**config.mk**
```make
export PLATFORM = sky130hd
export DESIGN_NAME = pcie_tx_arb
export DESIGN_NICKNAME = d
export VERILOG_FILES = /design/src/rtl/pcie_tx_arb.sv
export SDC_FILE = /design/constraint.sdc
export NUM_CORES = 1
export LEC_CHECK = 0
export ABC_AREA = 1
export BUFFER_PORTS_ARGS = -buffer_cell sky130_fd_sc_hd__buf_2
export CAP_MARGIN = 25
export CORE_UTILIZATION = 30
export CTS_BUF_LIST = sky130_fd_sc_hd__clkbuf_8
export DETAILED_ROUTE_END_ITERATION = 8
export PLACE_DENSITY = 0.79
export SLEW_MARGIN = 20
export SYNTH_ARGS = -nofsm -noshare
export SYNTH_HDL_FRONTEND = slang
export SYNTH_SLANG_ARGS = --single-unit
```
**constraint.sdc**
```tcl
create_clock -name pcie_clk -period 2.1 [get_ports pcie_clk]
set_clock_uncertainty 0.1 [all_clocks]
set_input_delay 0.105 -clock pcie_clk [delete_from_list [all_inputs] [get_ports pcie_clk]]
set_output_delay 0.105 -clock pcie_clk [all_outputs]
set_load 0.01 [all_outputs]
```
**src/rtl/pcie_tx_arb.sv**
```systemverilog
// Round-robin arbiter sharing one 16-bit PCIe core TX port among N_SRC TLP sources.
// Optional per-TLP watchdog abort is built when PCIE_TX_ARB_WDOG_EN is defined.
module pcie_tx_arb #(
  parameter int N_SRC       = 2,
  parameter int WDOG_CYCLES = 1024
) (
  input  logic                 pcie_clk,
  input  logic                 sys_rst_n,
  input  logic [N_SRC-1:0]     src_req,
  output logic [N_SRC-1:0]     src_rdy,
  input  logic [N_SRC-1:0]     src_st,
  input  logic [N_SRC-1:0]     src_end,
  input  logic [16*N_SRC-1:0]  src_data,
  output logic [N_SRC-1:0]     src_abort,
  output logic                 tx_req,
  input  logic                 tx_rdy,
  output logic                 tx_st,
  output logic                 tx_end,
  output logic [15:0]          tx_data,
  output logic [1:0]           arb_owner,
  output logic                 arb_busy,
  output logic                 wdog_err
);

  typedef enum logic [1:0] {ST_IDLE, ST_REQ, ST_XFER} state_t;

  state_t      state_q, state_d;
  logic        tx_req_q, tx_req_d;
  logic [1:0]  rr_ptr_q, rr_ptr_d;
  logic [1:0]  owner_q, owner_d;

  logic [N_SRC-1:0] owner_oh;
  logic             own_req, own_st, own_end;
  logic [15:0]      own_data;
  logic [1:0]       pick;
  logic [1:0]       owner_plus1;
  logic             wdog_fire;

  genvar gi;
  generate
    for (gi = 0; gi < N_SRC; gi++) begin : g_owner_oh
      assign owner_oh[gi] = (owner_q == 2'(gi));
    end
  endgenerate

  assign own_req = |(src_req & owner_oh);
  assign own_st  = |(src_st  & owner_oh);
  assign own_end = |(src_end & owner_oh);

  always_comb begin
    own_data = 16'h0;
    for (int i = 0; i < N_SRC; i++) begin
      if (owner_oh[i]) own_data = src_data[16*i +: 16];
    end
  end

  // Scan from the highest offset down so the nearest requester after rr_ptr wins.
  always_comb begin
    int idx;
    idx  = 0;
    pick = rr_ptr_q;
    for (int k = N_SRC - 1; k >= 0; k--) begin
      idx = int'(rr_ptr_q) + k;
      if (idx >= N_SRC) idx = idx - N_SRC;
      for (int j = 0; j < N_SRC; j++) begin
        if (j == idx && src_req[j]) pick = 2'(j);
      end
    end
  end

  assign owner_plus1 = (owner_q == 2'(N_SRC - 1)) ? 2'd0 : owner_q + 2'd1;

`ifdef PCIE_TX_ARB_WDOG_EN
  localparam int WDOG_W = (WDOG_CYCLES > 2) ? $clog2(WDOG_CYCLES) : 1;

  logic [WDOG_W-1:0] wdog_cnt_q, wdog_cnt_d;
  logic              wdog_err_q, wdog_err_d;

  // A same-cycle src_end always takes precedence over the watchdog.
  assign wdog_fire = (state_q == ST_XFER) && !own_end &&
                     (wdog_cnt_q == WDOG_W'(WDOG_CYCLES - 1));

  always_comb begin
    wdog_cnt_d = wdog_cnt_q;
    wdog_err_d = wdog_err_q | wdog_fire;
    if (state_q == ST_REQ && tx_rdy) begin
      wdog_cnt_d = '0;
    end else if (state_q == ST_XFER && !own_end) begin
      wdog_cnt_d = wdog_cnt_q + 1'b1;
    end
  end

  assign wdog_err  = wdog_err_q;
  assign src_abort = wdog_fire ? owner_oh : '0;
`else
  logic wdog_unused;
  assign wdog_unused = (WDOG_CYCLES != 0);
  assign wdog_fire   = 1'b0;
  assign wdog_err    = 1'b0;
  assign src_abort   = '0;
`endif

  always_comb begin
    state_d  = state_q;
    tx_req_d = tx_req_q;
    rr_ptr_d = rr_ptr_q;
    owner_d  = owner_q;
    case (state_q)
      ST_IDLE: begin
        if (|src_req) begin
          owner_d  = pick;
          tx_req_d = 1'b1;
          state_d  = ST_REQ;
        end
      end
      ST_REQ: begin
        if (tx_rdy) begin
          tx_req_d = 1'b0;
          state_d  = ST_XFER;
        end else if (!own_req) begin
          tx_req_d = 1'b0;
          state_d  = ST_IDLE;
        end
      end
      ST_XFER: begin
        if (own_end || wdog_fire) begin
          rr_ptr_d = owner_plus1;
          state_d  = ST_IDLE;
        end
      end
      default: begin
        tx_req_d = 1'b0;
        state_d  = ST_IDLE;
      end
    endcase
  end

  always_ff @(posedge pcie_clk) begin
    if (!sys_rst_n) begin
      state_q    <= ST_IDLE;
      tx_req_q   <= 1'b0;
      rr_ptr_q   <= 2'd0;
      owner_q    <= 2'd0;
`ifdef PCIE_TX_ARB_WDOG_EN
      wdog_cnt_q <= '0;
      wdog_err_q <= 1'b0;
`endif
    end else begin
      state_q    <= state_d;
      tx_req_q   <= tx_req_d;
      rr_ptr_q   <= rr_ptr_d;
      owner_q    <= owner_d;
`ifdef PCIE_TX_ARB_WDOG_EN
      wdog_cnt_q <= wdog_cnt_d;
      wdog_err_q <= wdog_err_d;
`endif
    end
  end

  assign src_rdy   = (state_q == ST_REQ && tx_rdy) ? owner_oh : '0;
  assign tx_req    = tx_req_q;
  assign tx_st     = (state_q == ST_XFER) && own_st;
  assign tx_end    = (state_q == ST_XFER) && (own_end || wdog_fire);
  assign tx_data   = (state_q == ST_XFER && !wdog_fire) ? own_data : 16'h0;
  assign arb_owner = owner_q;
  assign arb_busy  = (state_q != ST_IDLE);

endmodule

```
==> results of run 1 <==
-- through the flow --
step | hold WS (ps) | power [mW] | instances
2_1_floorplan | 143 | 0.284 | 116
3_3_place_gp | 283 | 0.348 | 199
3_5_place_dp | 295 | 0.353 | 199
4_1_cts | 53.1 | 0.548 | 203
5_1_grt | 66.7 | 0.581 | 203
6_report | 54.5 | 0.543 | 203
-- cells by family (layout without fill, tap and decap cells) --
kind of cell           Yosys count  after routing
DFF                              7              7
AOI/OAI and AO/OA               29             29
and+or+nand+nor                 58             58
buffers and inverters           19             79
other                            1              3
-- state kept, by name, indices dropped and copies added, names as in the netlist --
name,flops
rr_ptr_q,2
tx_req,1
state_q,2
arb_owner,2
-- power by group --
part / internal (mW) / switching [mW] / leakage (nW)
logic: 0.0780 / 0.115 / 0.486
clock network: 0.127 / 0.0632 / 0.0269
registers: 0.144 / 0.0158 / 0.0575
-- worst max-delay path, cell delays in order (launching register included) --
cell and delay, ps:
dfxtp_1 580, buf_4 270, nand3_1 90, a21oi_1 210, buf_2 170
-- per-layer routing --
layer / wire length, um / part of all wire [%] / track usage (%)
met5: 0 / 0 / 0
met4: 32 / 1.5 / 10.3
met3: 209 / 9.5 / 4.40
met2: 1100 / 50 / 31.0
met1: 868 / 39 / 19.7
-- final cells by class --
class / instances / area, um2
multi-input combinational: 90 / 429
inverter: 10 / 37.5
sequential: 7 / 140
tap: 27 / 33.8
fill: 216 / 988
clock inverter: 1 / 3.75
timing repair buffer: 65 / 328
clock buffer: 3 / 41.3
-- cells in the final DEF, fill, tap and decap left out, types with 4 or more instances in the layout --
cell | netlist | layout
nor2_1 | 4 | 4
nand2_1 | 27 | 27
nand3_1 | 19 | 19
dfxtp_1 | 7 | 7
inv_1 | 7 | 8
o21ai_0 | 4 | 4
nor3_1 | 4 | 4
a21oi_1 | 22 | 22
buf_2 | 5 | 64
-- how the worst max path moves through the flow --
stage / end / depth (start not counted) / slack, ps
3_3_place_gp: tx_end / 6 / 670
6_report: tx_data[2] / 4 / 340
2_1_floorplan: tx_data[10] / 5 / 830
4_1_cts: tx_data[2] / 4 / 360
5_1_grt: tx_end / 6 / 210
3_5_place_dp: tx_data[2] / 4 / 620
==> results by group, run 1 <==
Cells and area
  • Core Util, Final: 50.6%
  • Fraction of layout cells with a size suffix above 1: 42.0%
  • Diode count: 0
  • Post-route cell area: 1010 um2
  • Final #Nets: 218
  • Area delta synth->final: 54.9%

Route
  • DRC: 0
  • Via density per instance: 4.99
  • 1st-iter DRT viols: 36
  • Antenna-violating nets left: 0
  • Via count: 1012
  • Drt pass-1 iters: 4
  • Wire per inst: 10.9 um
  • Routed WL: 2210 um

Timing
  • RSZ-0062 raised after global routing: false
  • Hold Fails Final Rpt: 0
  • Final setup viols: 0
  • TNS Setup: 0 ps
  • Slew Limit Fails: 0
  • Worst Slack Setup Final: 344 ps
  • Tcrit/Tclk final: 83.6%
  • Fmax achieved: 569 MHz
  • Final min period: 1760 ps

Yosys
  • Synth unique cells: 18
  • Synth Flop Type: dfxtp_1
  • Post-synth EDFFs: 0
  • Xor/xnor share of the synthesized area: 0%
  • #FFs+latches synth: 7
  • Synth async-reset ratio: 0%
  • Synth top area share: 21.4%
  • Largest family of logic cells by synthesized area: simple AND/OR/NAND/NOR gates
  • Simple logic cell fraction of the synthesized area: 40.9%
  • Synth top area cells: dfxtp_1 21%, a21oi_1 17%, nand2_1 15%, nand3_1 15%, buf_4 4.6%
  • Syn Std Cell Area: 654 um2
  • Yosys Warn Count: 0
  • Compound-Gate Fraction of Synth Area: 22.9%
  • Register area share after synthesis: 21.4%
  • Fraction of the mapped netlist area in adder cells: 0%
  • Largest area contributor in the netlist: dfxtp_1
  • Avg Cell Area, Syn: 5.74 um2
  • Gate Count Post-Synth: 114
  • Top cells by count, synth: 27 x nand2_1, 22 x a21oi_1, 19 x nand3_1
  • Count leader, synth: nand2_1
  • Post-synthesis mux area share: 0%

Clock tree
  • Postcts setup bufs: 0
  • Cts bufs inserted: 3
  • Clk_lat worst skew: 230 ps
  • # clock sinks: 7
  • H-tree depth: 1
  • Hold_buf cts: 0
  • Clock tree buffer depth: 2
  • Root Driver: clkbuf_8
  • Post-cts sizing count: 0
  • Worst-path clk slew: 40 ps
  • CTS tree: yes

Floorplanning
  • Die X: 48.7 um
  • I/O pin count: 68
  • FP Rows: 16
  • Initial core utilization: 32.7%
  • Chip Height: 48.7 um
  • Core Area: 2000 um2
  • Die footprint: 2370 um2

Pwr
  • Power Density: 536 nW/um2
  • Peak supply drop: 0.378 mV
  • P_leak: 0.570 nW

Place
  • Placed inst area: 968 um2
  • IO buf count: 64
  • Gpl congestion: 0.922
  • HPWL after DPL: 1680 um
  • Pre-CTS setup slack: 617 ps

Critical path
  • FF-to-FF setup slack: 650 ps
  • Worst Setup Start Kind: flop
  • Worst setup path startpoint: arb_owner[0]
  • Worst-path fanout max: 13
  • Required @ worst endpoint: 1890 ps
  • Arr. time, crit path: 1550 ps
  • Reg2Reg Depth: 6
  • Reg-to-Reg End: rr_ptr_q[0]
  • FF-to-FF Start: arb_owner[0]
  • Setup CP Type: flop to output port
  • Critical Path End Type: output port

Job
  • Max Cap Viol: 0

Global routing
  • First-pass GRT wire length: 3310 um
  • Initial antenna violation count: 0
  • Total grt overflow: 0
  • Overall Global Routing Usage: 17.9%
  • Vias in the first global route: 835
  • Largest net degree at the start of global routing: 21

Min path
  • Hold Path Cell Cnt: 3
  • HP Class: input pin to flop
  • Hold Path Sink: arb_owner[1]
  • Worst hold start: sys_rst_n

Status
  • Outcome: finished clean
No activity file was read; power rests on OpenSTA's default activity.
==> run 2: changes to the inputs <==
Settings changed: PLACE_DENSITY 0.79 to 0.82.
Clock period 2.1 ns to 1.5 ns, I/O delays scaled along.
==> run 2 against run 1 <==
  * First-iteration DRC count down 50%
  * Sequential cell count unchanged
  * Count of clock-buffer cells in the layout unchanged
  * Sequential share of layout area down 0.89 points
  * Combinational power up 70%
  * Clock power up 35%
  * Total power up 49%
  * Critical path type unchanged
  * Critical endpoint is now tx_data[6]
  * Largest cell class unchanged
==> results by group, run 2 (synthesis gave the netlist of run 1 again) <==
Clock tree
  • Clock tree buffer depth: 2 (unchanged)
  • CTS tree: yes
  • H-tree depth: 1 (unchanged)
  • Hold_buf cts: 0 (unchanged)
  • # clock sinks: 7 (unchanged)
  • Root Driver: clkbuf_8
  • Worst-path clk slew: 40 ps (about the same)
  • Clk_lat worst skew: 230 ps (about the same)
  • Cts bufs inserted: 3 (unchanged)

Timing
  • Final min period: 1450 ps
  • Hold Fails Final Rpt: 0 (unchanged)
  • RSZ-0062 raised after global routing: true
  • Final setup viols: 0 (unchanged)
  • Slew Limit Fails: 0 (unchanged)
  • Tcrit/Tclk final: 96.5%
  • Fmax achieved: 691 MHz
  • Final hold slack: 11.0 ps (-43.5 ps)
  • TNS Setup: 0 ps (unchanged)

Global routing
  • First-pass GRT wire length: 3250 um (-1.9%)
  • Total grt overflow: 0 (unchanged)
  • Overall Global Routing Usage: 17.3% (-0.58 points)
  • Vias in the first global route: 767 (-8.1%)
  • Largest net degree at the start of global routing: 18 (-14%)
  • Initial antenna violation count: 0 (unchanged)

Critical path
  • Slowest cell on the critical path: dfxtp_2
  • Crit path capture: tx_data[6]
  • Crit path depth: 6 (+2)
  • Worst-path cell chain: inv_2 -> nor2_4 -> clkinvlp_4 -> buf_12 -> a21oi_1 -> buf_2
  • Worst-path fanout max: 17 (+4)
  • Required @ worst endpoint: 1320 ps (-570 ps)
  • Reg-to-Reg End: tx_req
  • FF-to-FF Start: arb_owner[0]
  • FF-to-FF setup slack: 300 ps (-350 ps)
  • CP bufs+invs: 4 (+2)
  • Critical Path End Type: output port
  • Worst Setup Start Kind: flop
  • Worst setup path startpoint: state_q[1]
  • Reg2Reg Depth: 8 (+2)
  • Critical Path Max Stage Delay: 330 ps (-250 ps)
  • Crit-path leading delay family: buffers and inverters
  • Setup CP Type: flop to output port
  • Arr. time, crit path: 1270 ps (-280 ps)

Min path
  • HP Class: input pin to flop

Pwr
  • P_leak: 0.619 nW (+8.6%)
  • Peak supply drop: 0.673 mV (+78%)
  • Power Density: 726 nW/um2 (+35%)

Cells and area
  • Core Util, Final: 55.6% (+4.9 points)
  • Area of the multi-input gates: 433 um2 (+0.87%)
  • Post-route cell area: 1110 um2 (+9.8%)
  • Register area: 144 um2 (+2.7%)
  • Filler instances: 209 (-3.2%)
  • Commonest cells after routing, fill and taps aside: 64 x buf_2, 27 x nand2_1, 21 x a21oi_1
  • Diode count: 0 (unchanged)
  • Commonest non-fill, non-tap cell in the layout: buf_2
  • Area delta synth->final: 70.0%
  • Fraction of layout cells with a size suffix above 1: 47.3% (+5.2 points)
  • Final #Nets: 226 (+3.7%)

Floorplanning
  • Core Area: 2000 um2 (unchanged)
  • FP Rows: 16 (unchanged)
  • Initial core utilization: 32.7% (unchanged)
  • Chip Height: 48.7 um (unchanged)
  • I/O pin count: 68 (unchanged)
  • Die footprint: 2370 um2 (unchanged)
  • Die X: 48.7 um (unchanged)

Place
  • Placed inst area: 1000 um2 (+3.6%)
  • IO buf count: 64 (unchanged)
  • Gpl congestion: 0.919 (-0.39%)
  • HPWL after DPL: 1560 um (-7.4%)

Route
  • Wire per inst: 9.58 um (-12%)
  • 1st-iter DRT viols: 18 (-50%)
  • Drt pass-1 iters: 5 (+1)
  • Routed WL: 2020 um (-8.4%)
  • DRC: 0 (unchanged)
  • Antenna-violating nets left: 0 (unchanged)
  • Via count: 974 (-3.8%)
  • Via density per instance: 4.62 (-7.4%)

Status
  • Outcome: finished clean

Job
  • Max Cap Viol: 0 (unchanged)
run 2: cell count changes in the layout (fill, tap and decap cells not counted), sizes merged:
| cell | before | now |
|---|---|---|
| clkinvlp | 0 | 1 |
| buf | 65 | 73 |
| inv | 11 | 10 |
run 2: area by class of cell:
type	instances	share of cell area [%]
sequential	7	12.9
inverter	10	3.94
timing repair buffer	73	37.1
tap	27	3.04
multi-input combinational	90	38.9
clock inverter	1	0.337
clock buffer	3	3.71
run 2: worst reg2reg max path: cells and delay by family, from the launching register on:
family	cells	cell delay (ps)
DFF	1	350
buffers and inverters	1	140
and+or+nand+nor	6	430
AOI/OAI and AO/OA	1	110
run 2: report_power, final:
part,switching (mW),internal (mW)
sequential,0.0186,0.203
combinational,0.172,0.156
clock,0.0805,0.177
total,0.271,0.536
run 2: worst min path at each step:
stage,from,endpoint,slack (ps),cells after the start
floorplan,sys_rst_n,arb_owner[0],110,2
finish,sys_rst_n,arb_owner[0],10,3
global placement,sys_rst_n,arb_owner[0],240,3
CTS,sys_rst_n,arb_owner[0],7,3
global route,sys_rst_n,arb_owner[0],40,3
detailed placement,sys_rst_n,arb_owner[0],250,3
run 2: timing repair:
item	CTS	global route
pin swaps	1	1
endpoints found under the setup margin	6	18
hold endpoints to repair	0	0
gates resized for setup	2	4
buffers inserted	3	2
run 2: metrics by stage:
step	instances	total power, mW	setup WS, ps
after global routing	211	0.870	-25.9
after floorplan	116	0.398	264
final	211	0.807	52.7
after CTS	209	0.809	8.16
after detailed placement	202	0.522	163
after global placement	202	0.522	214
run 2: layer usage:
metal | wire length, um | global-route usage, % | part of all wire, %
met5 | 0 | 0 | 0
met4 | 37 | 8.82 | 1.8
met3 | 178 | 5.35 | 8.8
met2 | 880 | 25.7 | 44
met1 | 924 | 22.4 | 46
